===== src/rtl/multicycle_control_pkg.sv =====
// multicycle_control_pkg: shared types for the multi-cycle RV32I control path
//   package rv32i_pkg: opcodes, ALU op encoding, FSM states, instruction
//   classes and datapath mux select encodings.
package rv32i_pkg;
   localparam logic [6:0] OP_R      = 7'b0110011;
   localparam logic [6:0] OP_I      = 7'b0010011;
   localparam logic [6:0] OP_LOAD   = 7'b0000011;
   localparam logic [6:0] OP_STORE  = 7'b0100011;
   localparam logic [6:0] OP_BRANCH = 7'b1100011;
   localparam logic [6:0] OP_JAL    = 7'b1101111;
   typedef enum logic [2:0] {
      ALU_ADD = 3'b000,
      ALU_SUB = 3'b001,
      ALU_AND = 3'b010,
      ALU_OR  = 3'b011,
      ALU_XOR = 3'b100
   } alu_op_t;
   typedef enum logic [2:0] {FETCH, DECODE, EXEC, MEM, WB, TRAP} state_t;
   typedef enum logic [2:0] {CL_R, CL_I, CL_LOAD, CL_STORE, CL_BRANCH, CL_JAL, CL_BAD} iclass_t;
   typedef enum logic {SRC_A_RS1, SRC_A_PC} src_a_t;
   typedef enum logic [1:0] {SRC_B_RS2, SRC_B_IMM, SRC_B_FOUR} src_b_t;
   typedef enum logic [1:0] {WB_ALU, WB_MEM, WB_LINK} wb_sel_t;
   typedef enum logic {PC_ALU, PC_ALUOUT} pc_src_t;
endpackage


===== src/rtl/multicycle_control_if.sv =====
// multicycle_control_if: control <-> datapath/memory signal bundle
//   master: control FSM (consumes instr/zero/mem_ready, drives strobes)
//   slave : datapath side (drives instr/zero/mem_ready, consumes strobes)
interface multicycle_control_if;
   logic [31:0] instr;
   logic        zero;
   logic        mem_ready;
   logic        mem_req;
   logic        mem_we;
   logic        mem_addr_sel;
   logic        ir_write;
   logic        pc_write;
   logic        pc_src;
   logic        alu_out_we;
   logic        alu_src_a;
   logic [1:0]  alu_src_b;
   logic [2:0]  alu_op;
   logic        reg_write;
   logic [1:0]  wb_sel;
   logic        retire;
   logic        illegal;
   modport master (
      input  instr, zero, mem_ready,
      output mem_req, mem_we, mem_addr_sel, ir_write, pc_write, pc_src, alu_out_we,
             alu_src_a, alu_src_b, alu_op, reg_write, wb_sel, retire, illegal
   );
   modport slave (
      output instr, zero, mem_ready,
      input  mem_req, mem_we, mem_addr_sel, ir_write, pc_write, pc_src, alu_out_we,
             alu_src_a, alu_src_b, alu_op, reg_write, wb_sel, retire, illegal
   );
endinterface


===== src/rtl/multicycle_control_classify.sv =====
// instr_classify: combinational decode of instr into class, ALU op and legality
//   in : instr[31:0]
//   out: iclass, alu_op, legal
module instr_classify
   import rv32i_pkg::*;
(
   input  logic [31:0] instr,
   output iclass_t     iclass,
   output alu_op_t     alu_op,
   output logic        legal
);
   logic [6:0] opc;
   logic [6:0] f7;
   logic [2:0] f3;
   logic       f3_ok;
   logic       unused_bits;
   alu_op_t    f3_op;
   assign opc = instr[6:0];
   assign f3 = instr[14:12];
   assign f7 = instr[31:25];
   assign unused_bits = ^{instr[24:15], instr[11:7]};
   assign f3_ok = f3 == 3'b000 || f3 == 3'b100 || f3 == 3'b110 || f3 == 3'b111;
   assign f3_op = f3 == 3'b100 ? ALU_XOR : f3 == 3'b110 ? ALU_OR : f3 == 3'b111 ? ALU_AND : ALU_ADD;
   always_comb begin
      iclass = CL_BAD;
      alu_op = ALU_ADD;
      legal = 1'b0;
      case (opc)
         OP_R: begin
            iclass = CL_R;
            alu_op = f7[5] ? ALU_SUB : f3_op;
            // the alternate funct7 only exists for SUB
            legal = f3_ok && (f7 == 7'b0000000 || (f7 == 7'b0100000 && f3 == 3'b000));
         end
         OP_I: begin
            iclass = CL_I;
            alu_op = f3_op;
            legal = f3_ok;
         end
         OP_LOAD: begin
            iclass = CL_LOAD;
            legal = f3 == 3'b010;
         end
         OP_STORE: begin
            iclass = CL_STORE;
            legal = f3 == 3'b010;
         end
         OP_BRANCH: begin
            iclass = CL_BRANCH;
            alu_op = ALU_SUB;
            legal = f3[2:1] == 2'b00;
         end
         OP_JAL: begin
            iclass = CL_JAL;
            legal = 1'b1;
         end
         default: ;
      endcase
   end
endmodule


===== src/rtl/multicycle_control.sv =====
// multicycle_control: main sequencing FSM of the multi-cycle RV32I core
//   clk, rst (sync, active high)
//   bus (master): instr/zero/mem_ready in; memory, ALU, PC, IR and
//   register-file strobes out; retire pulse and sticky illegal flag.
module multicycle_control
   import rv32i_pkg::*;
#(
   parameter int ADDR_ALIGN_CHECK = 1
) (
   input logic                 clk,
   input logic                 rst,
   multicycle_control_if.master bus
);
   state_t  state, state_n;
   iclass_t iclass;
   alu_op_t dec_op, op;
   src_a_t  sa;
   src_b_t  sb;
   wb_sel_t wbs;
   pc_src_t pcs;
   logic    legal, illegal_q, taken, misalign;
   logic    req, we, addr_sel, irw, pcw, aluw, rw, ret;
   instr_classify u_classify (.instr(bus.instr), .iclass(iclass), .alu_op(dec_op), .legal(legal));
   assign taken = bus.zero ^ bus.instr[12];
   // old_pc is word aligned, so target bit 1 is immediate bit 1 (JAL: instr[21], B-type: instr[8])
   assign misalign = ADDR_ALIGN_CHECK != 0 && (iclass == CL_JAL ? bus.instr[21] : bus.instr[8]);
   always_ff @(posedge clk) begin
      if (rst) begin
         state <= FETCH;
         illegal_q <= 1'b0;
      end else begin
         state <= state_n;
         illegal_q <= illegal_q | (state_n == TRAP);
      end
   end
   always_comb begin
      state_n = state;
      req = 1'b0;
      we = 1'b0;
      addr_sel = 1'b0;
      irw = 1'b0;
      pcw = 1'b0;
      pcs = PC_ALU;
      aluw = 1'b0;
      sa = SRC_A_RS1;
      sb = SRC_B_RS2;
      op = ALU_ADD;
      rw = 1'b0;
      wbs = WB_ALU;
      ret = 1'b0;
      case (state)
         FETCH: begin
            req = 1'b1;
            sa = SRC_A_PC;
            sb = SRC_B_FOUR;
            if (bus.mem_ready) begin
               irw = 1'b1;
               pcw = 1'b1;
               state_n = DECODE;
            end
         end
         DECODE: begin
            // speculative branch/jump target into ALUOut
            sa = SRC_A_PC;
            sb = SRC_B_IMM;
            aluw = 1'b1;
            state_n = legal ? EXEC : TRAP;
         end
         EXEC: begin
            case (iclass)
               CL_R: begin
                  aluw = 1'b1;
                  op = dec_op;
                  state_n = WB;
               end
               CL_I: begin
                  sb = SRC_B_IMM;
                  aluw = 1'b1;
                  op = dec_op;
                  state_n = WB;
               end
               CL_LOAD, CL_STORE: begin
                  sb = SRC_B_IMM;
                  aluw = 1'b1;
                  state_n = MEM;
               end
               CL_BRANCH: begin
                  op = ALU_SUB;
                  if (taken && misalign) state_n = TRAP;
                  else begin
                     pcw = taken;
                     pcs = taken ? PC_ALUOUT : PC_ALU;
                     ret = 1'b1;
                     state_n = FETCH;
                  end
               end
               CL_JAL: begin
                  if (misalign) state_n = TRAP;
                  else begin
                     pcw = 1'b1;
                     pcs = PC_ALUOUT;
                     rw = 1'b1;
                     wbs = WB_LINK;
                     ret = 1'b1;
                     state_n = FETCH;
                  end
               end
               default: state_n = TRAP;
            endcase
         end
         MEM: begin
            req = 1'b1;
            addr_sel = 1'b1;
            we = iclass == CL_STORE;
            if (bus.mem_ready) begin
               ret = iclass == CL_STORE;
               state_n = iclass == CL_STORE ? FETCH : WB;
            end
         end
         WB: begin
            rw = 1'b1;
            wbs = iclass == CL_LOAD ? WB_MEM : WB_ALU;
            ret = 1'b1;
            state_n = FETCH;
         end
         TRAP: ;
         default: state_n = FETCH;
      endcase
   end
   assign bus.mem_req = req & ~rst;
   assign bus.mem_we = we & ~rst;
   assign bus.mem_addr_sel = addr_sel & ~rst;
   assign bus.ir_write = irw & ~rst;
   assign bus.pc_write = pcw & ~rst;
   assign bus.pc_src = rst ? 1'b0 : pcs;
   assign bus.alu_out_we = aluw & ~rst;
   assign bus.alu_src_a = rst ? 1'b0 : sa;
   assign bus.alu_src_b = rst ? 2'd0 : sb;
   assign bus.alu_op = rst ? 3'd0 : op;
   assign bus.reg_write = rw & ~rst;
   assign bus.wb_sel = rst ? 2'd0 : wbs;
   assign bus.retire = ret & ~rst;
   assign bus.illegal = illegal_q & ~rst;
endmodule


===== src/flat_wrapper.sv =====
// flat-port wrapper written by rule: the top's interface ports become plain ports
module multicycle_control_flat import rv32i_pkg::*;
#(
   parameter int ADDR_ALIGN_CHECK = 1
)
  (clk, rst, bus_instr, bus_zero, bus_mem_ready, bus_mem_req, bus_mem_we, bus_mem_addr_sel, bus_ir_write, bus_pc_write, bus_pc_src, bus_alu_out_we, bus_alu_src_a, bus_alu_src_b, bus_alu_op, bus_reg_write, bus_wb_sel, bus_retire, bus_illegal);
  multicycle_control_if bus_i ();
  input logic clk;
  input logic rst;
  input wire logic [$bits(bus_i.instr)-1:0] bus_instr;
  input wire logic [$bits(bus_i.zero)-1:0] bus_zero;
  input wire logic [$bits(bus_i.mem_ready)-1:0] bus_mem_ready;
  output wire logic [$bits(bus_i.mem_req)-1:0] bus_mem_req;
  output wire logic [$bits(bus_i.mem_we)-1:0] bus_mem_we;
  output wire logic [$bits(bus_i.mem_addr_sel)-1:0] bus_mem_addr_sel;
  output wire logic [$bits(bus_i.ir_write)-1:0] bus_ir_write;
  output wire logic [$bits(bus_i.pc_write)-1:0] bus_pc_write;
  output wire logic [$bits(bus_i.pc_src)-1:0] bus_pc_src;
  output wire logic [$bits(bus_i.alu_out_we)-1:0] bus_alu_out_we;
  output wire logic [$bits(bus_i.alu_src_a)-1:0] bus_alu_src_a;
  output wire logic [$bits(bus_i.alu_src_b)-1:0] bus_alu_src_b;
  output wire logic [$bits(bus_i.alu_op)-1:0] bus_alu_op;
  output wire logic [$bits(bus_i.reg_write)-1:0] bus_reg_write;
  output wire logic [$bits(bus_i.wb_sel)-1:0] bus_wb_sel;
  output wire logic [$bits(bus_i.retire)-1:0] bus_retire;
  output wire logic [$bits(bus_i.illegal)-1:0] bus_illegal;
  assign bus_i.instr = bus_instr;
  assign bus_i.zero = bus_zero;
  assign bus_i.mem_ready = bus_mem_ready;
  assign bus_mem_req = bus_i.mem_req;
  assign bus_mem_we = bus_i.mem_we;
  assign bus_mem_addr_sel = bus_i.mem_addr_sel;
  assign bus_ir_write = bus_i.ir_write;
  assign bus_pc_write = bus_i.pc_write;
  assign bus_pc_src = bus_i.pc_src;
  assign bus_alu_out_we = bus_i.alu_out_we;
  assign bus_alu_src_a = bus_i.alu_src_a;
  assign bus_alu_src_b = bus_i.alu_src_b;
  assign bus_alu_op = bus_i.alu_op;
  assign bus_reg_write = bus_i.reg_write;
  assign bus_wb_sel = bus_i.wb_sel;
  assign bus_retire = bus_i.retire;
  assign bus_illegal = bus_i.illegal;
  multicycle_control #(.ADDR_ALIGN_CHECK(ADDR_ALIGN_CHECK)) u_core (.clk(clk), .rst(rst), .bus(bus_i));
endmodule

===== config.mk =====
export PLATFORM = sky130hd
export DESIGN_NAME = multicycle_control_flat
export DESIGN_NICKNAME = d
export VERILOG_FILES = /design/src/rtl/multicycle_control_pkg.sv /design/src/rtl/multicycle_control_if.sv /design/src/rtl/multicycle_control_classify.sv /design/src/rtl/multicycle_control.sv /design/src/flat_wrapper.sv
export SDC_FILE = /design/constraint.sdc
export NUM_CORES = 1
export LEC_CHECK = 0
export ABC_AREA = 1
export BUFFER_PORTS_ARGS = -buffer_cell sky130_fd_sc_hd__buf_2
export CAP_MARGIN = 20
export CELL_PAD_IN_SITES_DETAIL_PLACEMENT = 1
export CELL_PAD_IN_SITES_GLOBAL_PLACEMENT = 1
export CORE_UTILIZATION = 23
export CTS_CLUSTER_SIZE = 8
export DETAILED_ROUTE_END_ITERATION = 10
export PLACE_DENSITY = 0.86
export SETUP_SLACK_MARGIN = 0.4
export SLEW_MARGIN = 20
export SYNTH_ARGS = -nofsm -noshare
export SYNTH_HDL_FRONTEND = slang
export SYNTH_HIERARCHICAL = 1
export SYNTH_SLANG_ARGS = --single-unit

===== constraint.sdc =====
create_clock -name clk -period 1.8 [get_ports clk]
set_clock_uncertainty 0.15 [all_clocks]
set_input_delay 0.27 -clock clk [delete_from_list [all_inputs] [get_ports clk]]
set_output_delay 0.27 -clock clk [all_outputs]
set_load 0.01 [all_outputs]

# After elaboration in Yosys (flattened, before gate mapping)
# Index checks and enable logic that the tools add are counted.
# totals
elab_cells	106
reg_bits	4
output_inout_bits	18
in_bits	36
# op_classes
n_eq_ne	22
reduce_logical	19
n_mux	51
bitwise	12
# op_table
op	count
$mux 3	10
$eq 3x3->1 const B	8
$eq 7x6->1 const B	3
$mux 1	20
$pmux 3 s6	1
$eq 3x2->1 const B	5
$pmux 3 s5	1
$eq 7x7->1 const B	2
$mux 2	6
$pmux 1 s2	6
$pmux 3 s4	1
$reduce_or 2->1	5
$and 1x1->1	9
$logic_not 3->1	3
$pmux 3 s3	1
$eq 7x2->1 const B	1
$eq 7x5->1 const B	1
$logic_not 7->1	1
$eq 3x1->1 const B	2
$pmux 2 s3	1
$pmux 3 s2	1
$pmux 1 s5	1
$logic_or 1x1->1	4
$pmux 2 s2	1
other kinds (8)	10

# Depth between registers and ports, before layout
# Gate-level depths: netlist of run 1.
# logic_depth
ltp_word	10
depth_mapped	15
depth_no_buf	15

# By module
# Netlist of run 1, hierarchy kept.
# modules_own_cells
mod	seq_area_each_um2	instances	cells_per_inst	area_per_inst_um2
multicycle_control	80.1	1	100	524.3
instr_classify	0.0	1	60	306.5

# Least setup slack after synthesis of run 1
# OpenSTA, ideal clock, no wires.
# synth_timing
path_type	input to output
start	in bus_instr[3]
end	out bus_pc_write
arrival_time_ns	1.531
slack_ns	-0.151
path_stages	12
required_ns	1.380
n_path_buf	0
path_cell_list	inv_1 -> nand2_2 -> nor2_8 -> nand2_2 -> o211ai_2 -> nand3_1 -> inv_1 -> nand2_2 -> nor2_4 -> inv_2 -> nand2_2 -> or2_1
# synth_via
elab_chain_cells	9
word_cells_on_any_way	16
classes_between	8 x eq/ne; 6 x mux; 1 x bitwise; 1 x reduce/logical
# synth_lines
element	line	text
start: declaration	flat_wrapper.sv:10	input wire logic [$bits(bus_i.instr)-1:0] bus_instr;
$eq 7x7->1 (tied with other cells)	multicycle_control_classify.sv:28	case (opc)
$pmux 3 s6 (*)	multicycle_control_classify.sv:28	
net u_core.iclass[2]	multicycle_control.sv:15	iclass_t iclass;
$eq 3x3->1	multicycle_control.sv:26, multicycle_control.sv:70	
$mux 1	multicycle_control.sv:26	assign misalign = ADDR_ALIGN_CHECK != 0 && (iclass == CL_JAL ? bus.instr[21] : bus.instr[8]);
$logic_and 1x1->1	multicycle_control.sv:89	if (taken && misalign) state_n = TRAP;
$mux 1	multicycle_control.sv:89	
$pmux 1 s2 (*)	multicycle_control.sv:70	case (iclass)
$pmux 1 s2 (*)	multicycle_control.sv:51	case (state)
$and 1x1->1 (*)	multicycle_control.sv:134	assign bus.pc_write = pcw & ~rst;
end: declaration	flat_wrapper.sv:17	output wire logic [$bits(bus_i.pc_write)-1:0] bus_pc_write;
# Mark *: on every way through the listed nets, which the timed path passes. The rest lies on a longest branch.

# Worst setup path in the final report of run 1
# layout_timing
start	in bus_instr[0]
end	out bus_pc_write
# The elaborated chain is that of the path after synthesis.

==> flow_summary.ini, run 1 <==
[floorplan]
initial_utilization = 0.245
fp.dieH_um = 62.1
die_w_um = 62.1
rows = 21
pin_count = 54
core_sq_um = 3390
die_area_sq_um = 3860

[logic_synthesis]
yosys-top-cells-count = 39 x nand2_1, 25 x inv_1, 23 x nor2_1, 18 x nand3_1, 9 x a21oi_1
avgSynthCellArea_sq_um = 5.19
yosysUniqueCellTypes = 24
ys_top_cells_by_area = nand2_1 18%, inv_1 11%, nand3_1 11%
synth_most_common_cell = nand2_1
synth_edf_count = 0
yosysSeqAreaShare = 0.0964
synth_top_cell_by_area = nand2_1
synth_cells = 160
yosys.area.top_type_share = 0.176
ys_warn_count = 6
async_flop_share = 0
netlist_area_sq_um = 831
synth-main-ff-cell = dfxtp_1
ys_seq_elements = 4
syn_nets = 196

[sta]
finalCritPeriodShare = 1.19
fin_crit_ps = 2140
slew_headroom = 0.787
worst_slack_ps = -335
maxSlewViolCount = 0
timing.final.hold_violations = 0
fin_hold_ws_ps = 192
fmax_mhz = 468
setup_viol = 16
worstMarginPinSlew_ps = 317
setup_tns_ps = -3130
rsz0062_at_grt = true

[placed_design]
dp_slack_ps = -434
gp_congestion = 0.801
placed_area_sq_um = 1340
place_hpwl_um = 2650
io_buffer_count = 40

[worst_hold_path]
min_path_type = primary input to flop

[drt]
firstDrtPassIters = 4
dr_total_vias = 1374
drc = 0
first_iter_violations = 42
via_per_inst = 4.74
antenna_left = 0
wl_per_cell_um = 15.0
routed_wl_um = 4360

[critical_path]
cp_data_required_time_ps = 1380
critPathMostFrequentCell = nand2_2
cp.depth = 14
cp-start-kind = primary input
arrival_ps = 1720
crit_buf_inv = 4
r2r_slack_ps = 320
critical_path.max_stage_delay_ps = 200
cp-end-kind = output port
r2r_end = u_core/illegal_q$_SDFF_PP0_
critPathTopFamily = simple AND/OR/NAND/NOR gates
crit_end = bus_pc_write
cp_max_fo = 3
cp_cell_sequence = buf_2, nand2_4, nor2_2, nand2_2, nand2_2, o21ai_2, inv_2, buf_4, nand2_2, nor2_4, nand3_1, nand2_2, or2_1, buf_2
path_class = primary input to output port
r2r_cells = 8
startpoint = bus_instr[0]
worst_path_max_delay_cell = or2_1
rr_startpoint = u_core/state[2]$_SDFF_PP0_

[final_layout]
area_delta_synth_final_pct = 111
fin_area_sq_um = 1750
final_core_util = 0.516
diodes = 0
drive_gt1_frac = 0.648
fin_nets = 282

[clocking]
root_buffer = clkbuf_4
path_clk_slew_ps = 30
cts_made_buffers = 3
cts_hold_buffers = 0
numClockSinks = 4
cts-htree-levels = 1
clk_latency_ps = 230
cts_buffer_depth = 2
cts_tree = yes

[grt]
grt_overflow = 0
grt_usage = 0.208
grt_pass1_wl_um = 6620
grt_start_max_net_pins = 8
antenna_found_initial = 0
grt_pass1_vias = 1482

[job]
drv_cap = 0

[power]
p_clk_frac = 0.230
p_int_mw = 0.281
power.share.switching = 0.392
leakagePower_nw = 0.916
comb_power_share = 0.550
powerDensity_nw_per_um2 = 264
max-vdd-ir-drop_v = 0.000173
share_seq_of_total_power = 0.221
p_switching_mw = 0.181

[outcome]
status = finished, violations left
violations = setup timing
sequential cells by signal, indices dropped and copies added (netlist names):
name and count:
u_core/illegal_q 1, u_core/state 3
power groups by stage:
stage / sequential, mW / combinational, mW / clock, mW
2_1_floorplan: 0.0997 / 0.101 / 0
3_3_place_gp: 0.100 / 0.186 / 0
3_5_place_dp: 0.101 / 0.193 / 0
4_1_cts: 0.0995 / 0.221 / 0.108
5_1_grt: 0.102 / 0.274 / 0.121
6_report: 0.102 / 0.254 / 0.106
per-stage QoR:
stage               std cells  power, mW
floorplan                 160      0.201
global placement          267      0.287
finish                    290      0.462
CTS                       283      0.429
detailed placement        267      0.293
global route              290      0.497
cell type report:
| class | instances | area, sq um |
|---|---|---|
| Inverter | 32 | 156 |
| Clock buffer | 3 | 22.5 |
| Timing Repair Buffer | 82 | 611 |
| Tap cell | 46 | 57.6 |
| Fill cell | 452 | 1640 |
| Sequential cell | 4 | 82.6 |
| Multi-Input combinational cell | 123 | 820 |
layout by cell type, fill, tap and decap left out, types with 5 or more instances in the layout:
| master | instances |
|---|---|
| a21oi_2 | 5 |
| buf_2 | 33 |
| buf_4 | 34 |
| buf_6 | 12 |
| inv_1 | 18 |
| inv_2 | 9 |
| nand2_1 | 29 |
| nand2_2 | 13 |
| nand3_1 | 12 |
| nand3_2 | 5 |
| nor2_1 | 13 |
| nor2_2 | 11 |
| nor2_4 | 5 |
| nor3_2 | 6 |
worst min-delay path by stage:
stage / startpoint / to / slack (ps) / cells after the start
after detailed placement: u_core/illegal_q$_SDFF_PP0_ / u_core/illegal_q$_SDFF_PP0_ / 290 / 2
after CTS: rst / u_core/state[2]$_SDFF_PP0_ / 190 / 2
final: rst / u_core/state[2]$_SDFF_PP0_ / 190 / 2
after global placement: u_core/illegal_q$_SDFF_PP0_ / u_core/illegal_q$_SDFF_PP0_ / 290 / 2
after global routing: rst / u_core/state[2]$_SDFF_PP0_ / 190 / 2
after floorplan: u_core/illegal_q$_SDFF_PP0_ / u_core/illegal_q$_SDFF_PP0_ / 270 / 2
cell families after synthesis:
kind of cell,Yosys count,share of synthesized area
simple gates,106,0.637
flops,4,0.0964
compound gates,17,0.117
buf+inv,33,0.149
metal layers:
metal / track usage / part of all wire / up-vias
met2: 0.407 / 0.53 / 51
met5: 0 / 0 / -
li1: - / - / 671
met3: 0.0221 / 0.040 / 6
met1: 0.251 / 0.42 / 646
met4: 0.0145 / 0.010 / 0
worst register-to-register path, stage by stage, from the launching register on:
cell     delay (ps)
dfxtp_2         360
inv_2            80
buf_6           130
nand3_4          70
inv_1            70
a31oi_2         230
nand2_1         120
nand3_1         110
nand2_1          50
timing repair:
action,4_1_cts,5_1_grt
pin swaps,21,6
buffers inserted,13,7
gates resized for setup,40,26
setup endpoints to repair,20,21
Note: power is estimated with default switching activity, not from simulation.
==> inputs of run 2 (changes only) <==
--- a/config.mk
+++ b/config.mk
@@ -10,10 +10,11 @@
 export CAP_MARGIN = 20
 export CELL_PAD_IN_SITES_DETAIL_PLACEMENT = 1
 export CELL_PAD_IN_SITES_GLOBAL_PLACEMENT = 1
-export CORE_UTILIZATION = 23
+export CORE_UTILIZATION = 24
+export CTS_BUF_LIST = sky130_fd_sc_hd__clkbuf_4
 export CTS_CLUSTER_SIZE = 8
 export DETAILED_ROUTE_END_ITERATION = 10
-export PLACE_DENSITY = 0.86
+export PLACE_DENSITY = 0.89
 export SETUP_SLACK_MARGIN = 0.4
 export SLEW_MARGIN = 20
 export SYNTH_ARGS = -nofsm -noshare
==> run 2 against run 1 <==
The flow still finishes with violations (setup timing). Maximum frequency shrank 6.1%. Largest cell class unchanged. First-iteration DRC count increased by 31%. Register-to-register slack got worse by 220 ps. Critical path type unchanged. Sequential cell count unchanged. Utilization increased by 5.6 points. Non-clock buffer count did not move. Routed wire length rose by 26%. Via count grew 7.1%.
==> flow_summary.ini, run 2 (synthesized netlist as in run 1, its figures left out) <==
[outcome]
status = finished, violations left
violations = setup timing

[critical_path]
cp-start-kind = primary input
cp-end-kind = output port
arrival_ps = 1850
path_class = primary input to output port
cp_data_required_time_ps = 1380
startpoint = bus_instr[2]
rr_startpoint = u_core/state[2]$_SDFF_PP0_
cp_max_fo = 5

[power]
powerDensity_nw_per_um2 = 281
power.share.switching = 0.420
max-vdd-ir-drop_v = 0.000282
p_int_mw = 0.296
comb_power_share = 0.576
share_seq_of_total_power = 0.198
p_switching_mw = 0.215
leakagePower_nw = 0.952
p_clk_frac = 0.225

[sta]
finalCritPeriodShare = 1.26
worstMarginPinSlew_ps = 336
fin_crit_ps = 2270
rsz0062_at_grt = true
timing.final.hold_violations = 0
maxSlewViolCount = 0
setup_viol = 16
slew_headroom = 0.774
fin_hold_ws_ps = 223
worst_slack_ps = -475
fmax_mhz = 440

[grt]
grt_pass1_wl_um = 7300
grt_pass1_vias = 1498
grt_usage = 0.272
antenna_found_initial = 0
grt_start_max_net_pins = 8
grt_overflow = 0

[placed_design]
gp_congestion = 0.809
place_hpwl_um = 2580
dp.cells = 264
io_buffer_count = 40

[final_layout]
drive_gt1_frac = 0.639
largest_reg_flops = 3
diodes = 0
fin_nets = 282
final_common_cell = buf_4
mostFrequentLayoutCells = 31 x buf_4, 30 x buf_2, 30 x nand2_1
multi_input_area_sq_um = 868
area_delta_synth_final_pct = 119
final_cells = 288
seqCellArea_sq_um = 82.6
largestRegisters = u_core/state: 3 flops, u_core/illegal_q: 1 flops
fillCellCount = 426
largest-register = u_core/state

[clocking]
cts_made_buffers = 3
cts_tree = yes
path_clk_slew_ps = 40
root_buffer = clkbuf_4
cts_buffer_depth = 2
clk_latency_ps = 240
cts-htree-levels = 1
numClockSinks = 4

[floorplan]
die_w_um = 60.8
fp.dieH_um = 60.8
core_sq_um = 3180
initial_utilization = 0.261
die_area_sq_um = 3700
rows = 20
pin_count = 54

[drt]
dr_total_vias = 1471
antenna_left = 0
firstDrtPassIters = 4
first_iter_violations = 55
routed_wl_um = 5510
via_per_inst = 5.11
drc = 0
wl_per_cell_um = 19.1

[worst_hold_path]
hp-start = rst
min_path_type = primary input to flop

[job]
drv_cap = 0
## run 2: per-stage QoR
stage | power (mW) | utilization | worst slack [ps] | setup TNS (ps) | area, sq um
2_1_floorplan | 0.201 | - | -78.3 | -137 | 921
3_3_place_gp | 0.285 | 0.419 | -349 | -2910 | 1330
3_5_place_dp | 0.292 | 0.419 | -422 | -3860 | 1330
4_1_cts | 0.464 | 0.519 | -275 | -1670 | 1650
5_1_grt | 0.541 | 0.572 | -543 | -5430 | 1820
6_report | 0.511 | 0.572 | -475 | -4570 | 1820
## run 2: repair_timing
action,4_1_cts,5_1_grt
endpoints found under the setup margin,20,20
setup buffers,14,7
resized for setup,53,29
hold buffers,0,0
pin swaps,30,25
hold endpoints to repair,0,0
## run 2: power groups by stage
stage                     logic, mW  registers (mW)  clock network, mW
final                         0.295           0.101              0.115
after detailed placement      0.192           0.100                  0
after global routing          0.312           0.102              0.126
after CTS                     0.245           0.100              0.120
after floorplan               0.101          0.0997                  0
after global placement        0.185           0.100                  0
## run 2: layer usage
metal  wire [um]  part of all wire  vias to the layer above  global-route usage
li1            -                 -                      669                   -
met3         354             0.064                       33              0.0426
met5           0                 0                        -                   0
met4         393             0.071                        0               0.104
met2        2700              0.49                       74               0.498
met1        2060              0.37                      695               0.316
## run 2: area by class of cell
class	instances	share of cell area
multi-input cells	123	0.477
repair buffers	82	0.350
inverters	32	0.0846
flip-flops and latches	4	0.0454
well taps	44	0.0303
clock buffers	3	0.0124
## run 2: critical path, stage by stage
cell and delay (ps):
buf_12 120, inv_16 50, nand2_8 50, nor2_8 170, nand2_4 70, nand2_2 80
o21ai_2 80, inv_2 150, buf_6 130, nand2_4 50, nor2_4 170, nand2_2 80
nand2_1 70, nand2_1 60, a21oi_2 110, buf_2 130
## run 2: final timing paths
path | slack [ps] | depth (start not counted) | endpoint
setup / recovery | -470 | 16 | bus_retire
hold / removal | 220 | 2 | u_core/state[0]$_SDFF_PP0_
setup reg to reg | 100 | 9 | u_core/illegal_q$_SDFF_PP0_
hold reg to reg | 360 | 2 | u_core/illegal_q$_SDFF_PP0_
